[src/rtl/prbs_predictor.sv]
// History shift register of received bits plus masked XOR prediction.
// Also usable as a Fibonacci-form reference generator by feeding pred back.
module prbs_predictor #(
    parameter int N = 20,
    parameter logic [N-1:0] TAP_MASK = 20'hA0001
) (
    input  logic         clk,
    input  logic         r,
    input  logic         shift,
    input  logic         din,
    output logic [N-1:0] hist,
    output logic         pred
);

    logic [N-1:0] hist_q;

    always_ff @(posedge clk) begin
        if (r) begin
            hist_q <= '0;
        end else if (shift) begin
            hist_q <= {hist_q[N-2:0], din};
        end
    end

    assign hist = hist_q;
    assign pred = ^(hist_q & TAP_MASK);

endmodule

[config.mk]
export PLATFORM = sky130hd
export DESIGN_NAME = prbs_predictor
export DESIGN_NICKNAME = d
export VERILOG_FILES = /design/src/rtl/prbs_predictor.sv
export SDC_FILE = /design/constraint.sdc
export NUM_CORES = 1
export LEC_CHECK = 0
export ABC_AREA = 1
export CORE_AREA = 5 5 47 49
export DETAILED_ROUTE_END_ITERATION = 8
export DIE_AREA = 0 0 52 54
export DONT_BUFFER_PORTS = 1
export PLACE_DENSITY = 0.65
export SLEW_MARGIN = 25
export SYNTH_ARGS = -nofsm -noshare
export SYNTH_HDL_FRONTEND = slang
export SYNTH_SLANG_ARGS = --single-unit
[constraint.sdc]
create_clock -name clk -period 2.2 [get_ports clk]
set_input_delay 0.44 -clock clk [delete_from_list [all_inputs] [get_ports clk]]
set_output_delay 0.44 -clock clk [all_outputs]
set_load 0.005 [all_outputs]
## After elaboration in Yosys (flattened, before gate mapping)

Cells that the tools add are included.
Widths: inputs -> output; s select.

| operators by class | value |
|---|---|
| reductions and logical operators | 1 |

Operator list:

| cell | count |
|---|---|
| $reduce_xor 20->1 | 1 |

| word-level totals | value |
|---|---|
| bits of input ports | 4 |
| logic and storage cells | 2 |
| register bits after elaboration | 20 |

## Longest topological paths before layout

| logic depth | value |
|---|---|
| depth after elaboration | 1 |
| depth in mapped cells | 5 |

## Worst setup path before layout

No wires, ideal clock.

| path | value |
|---|---|
| kind | register to output |
| start | reg hist_q[17] (netlist: hist[17]) |
| end | out pred |
| buffers on the path | 0 |
| cell stages (with the launch flop) | 6 |
| path slack | 1.134 ns |
| required time | 1.760 ns |
| arrival time | 0.626 ns |
| cells stage by stage | dfxtp_1 -> inv_1 -> nand2_1 -> nand2_1 -> nand2_1 -> nand2_1 |

| on the way | value |
|---|---|
| word-level cells in the longest chain between the ends | 1 |

RTL lines:

| element | RTL line | text |
|---|---|---|
| from (decl) | 15 | `logic [N-1:0] hist_q;` |
| from (signal assigned) | 21 | `hist_q <= {hist_q[N-2:0], din};` |
| $reduce_xor 20->1 | 26 | `assign pred = ^(hist_q & TAP_MASK);` |
| to (decl) | 12 | `output logic pred` |

No other way between the ends.

## Final worst setup path

Same ends and word-level chain as after synthesis.

==> flow_summary.yaml <==
finish:
  utilization: 0.461
  diodes: 0
  layout-drive-gt1-share: 0.287
  stdcell_area_sq_um: 840
  area_growth_pct: 1.82
  largest_reg_flops: 20
  nNetsFinal: 99
  fillers: 187
pwr:
  total_leakage_power_uw: 0.000245
  fin_total_pwr_uw: 588
  powerDensity_nw_per_um2: 701
  peakVddDrop_mv: 0.299
detailed_routing:
  first_pass_iters: 2
  wl_mm: 1.50
  dr_total_vias: 591
  ant_nets: 0
  route.detailed.drc: 0
  wl_per_cell_microns: 12.4
  vias_per_cell: 4.88
  dr.first_iter.drc_count: 5
synth:
  synth_nets: 100
  synth_area_sq_um: 825
  ys_types: 9
  yosysTopAreaCell: "dfxtp_1"
  synth_cells: 96
  ys_seq_elements: 20
  postSynthAreaPerCell_sq_um: 8.59
  synth.yosys.seq_area_share: 0.486
  yosys_warnings: 0
  yosysTopAreaCellShare: 0.486
  netlist_top_cells_area: "dfxtp_1 49%, a21oi_2 21%, nand2_1 20%, buf_6 5.5%, nand2_2 1.5%"
critical_path:
  slowest_stage: "dfxtp_1"
  crit_start: "hist[17]"
  reg2reg_from: "hist[0]"
  critPathKind: "register to output pin"
  r2r_slack_ns: 1.48
  worstSetupEndpointType: "output pin"
  crit_arrival_ns: 1.02
  required_ns: 1.76
  crit_path_frequent_cell: "nand2_1"
  critical_path.cell_chain: "inv_1 -> nand2_1 -> nand2_1 -> nand2_1 -> nand2_1"
  slowest_delay_ns: 0.43
  worst_setup_path_start_kind: "register"
  crit_fanout: 5
floorplan:
  core_region_area_sq_um: 1820
  fp-row-count: 16
  die_area_sq_um: 2810
  initial_core_util: 0.453
  die_w_microns: 52
  num_io_pins: 25
  die_h_microns: 54
clocking:
  clkSinkCount: 20
  cts_tree: "built"
  post_cts_buffers: 0
  clk_latency_ns: 0.29
  ctsLongestPathBuffers: 2
  htree_levels: 1
  holdBufCountCts: 0
  cts_made_buffers: 3
  clkTransAtPathRegs_ns: 0.11
  cts_resized: 0
  ctsRootBufferMaster: "clkbuf_4"
global_routing:
  grt_usage: 0.114
  antenna_found_initial: 0
  overflow: 0
  grt_max_degree: 22
  grt_pass1_wl_mm: 2.37
  grt_pass1_vias: 537
sta:
  finalSetupViolations: 0
  min_period_ns: 1.46
  slew_headroom: 0.786
  clock.fmax_ghz: 0.684
  fin_skew_ns: 0.00298
  hold_viol: 0
  fin_crit_sh: 0.665
  maxSlewViolCount: 0
  worstMarginPinSlew_ns: 0.320
  rsz0062_at_grt: "false"
  tns_ns: 0
placement:
  gp_congestion: 0.582
  placed_cell_area_sq_um: 803
  dpl.hpwl_microns: 983
  portBuffers: 0
worst_hold_path:
  min_from: "r"
  hold_path_class: "primary input to register"
run_status:
  status: "finished, final reports clean"
run:
  max_cap_viol_count: 0
## Yosys cell counts (all sizes together)
library cell / instances
nand2: 45
dfxtp: 20
inv: 4
a21oi: 20
nand3: 1
buf: 6
## layout by cell type, fill, tap and decap left out, drive strengths merged
cell type and n:
inv 4, a21oi 20, nand3 1, dfxtp 20, nand2 45, clkbuf 4
## layer usage
| layer | global-route usage | share of wire | vias up |
|---|---|---|---|
| li1 | - | - | 299 |
| met1 | 0.124 | 0.42 | 276 |
| met2 | 0.192 | 0.50 | 14 |
| met3 | 0.0416 | 0.068 | 2 |
| met4 | 0.0655 | 0.0080 | 0 |
| met5 | 0 | 0 | - |
## through the flow
stage,instances,hold slack [ns],setup slack (ns)
floorplan,96,0.476,1.13
global placement,117,0.488,1.11
detailed placement,117,0.488,1.08
CTS,121,0.181,0.718
global route,121,0.164,0.648
finish,121,0.194,0.738
## worst paths after layout
kind              endpoint  depth (start not counted)
setup reg to reg   hist[1]                          2
hold reg to reg    hist[6]                          2
hold / removal     hist[8]                          1
setup / recovery      pred                          5
## layout make-up
type | instances | area, sq um | area share
clock buffers | 4 | 36.3 | 0.0432
inverters | 4 | 15.0 | 0.0179
well taps | 27 | 33.8 | 0.0402
multi-input cells | 66 | 354 | 0.422
flip-flops and latches | 20 | 400 | 0.477
## power breakdown
| part | total, uW | internal [uW] | switching [uW] | leakage (uW) |
|---|---|---|---|---|
| registers | 367 | 364 | 2.56 | 0.000161 |
| clock network | 210 | 101 | 109 | 0.0000210 |
| logic | 11.8 | 3.95 | 7.88 | 0.0000626 |
| total | 588 | 469 | 120 | 0.000245 |
## worst max-delay path, delay by kind of cell (launching register included)
kind / cells / cell delay [ns]
AND/OR/NAND/NOR: 4 / 0.24
buffers and inverters: 1 / 0.06
flip-flops: 1 / 0.43
## cell families (layout without fill, tap and decap cells)
kind of cell    count (synthesis)  in the layout  synth area share
simple gates                   46             46             0.217
compound gates                 20             20             0.212
flops                          20             20             0.486
buf+inv                        10              8            0.0850
Note: power is estimated with default switching activity, not from simulation.
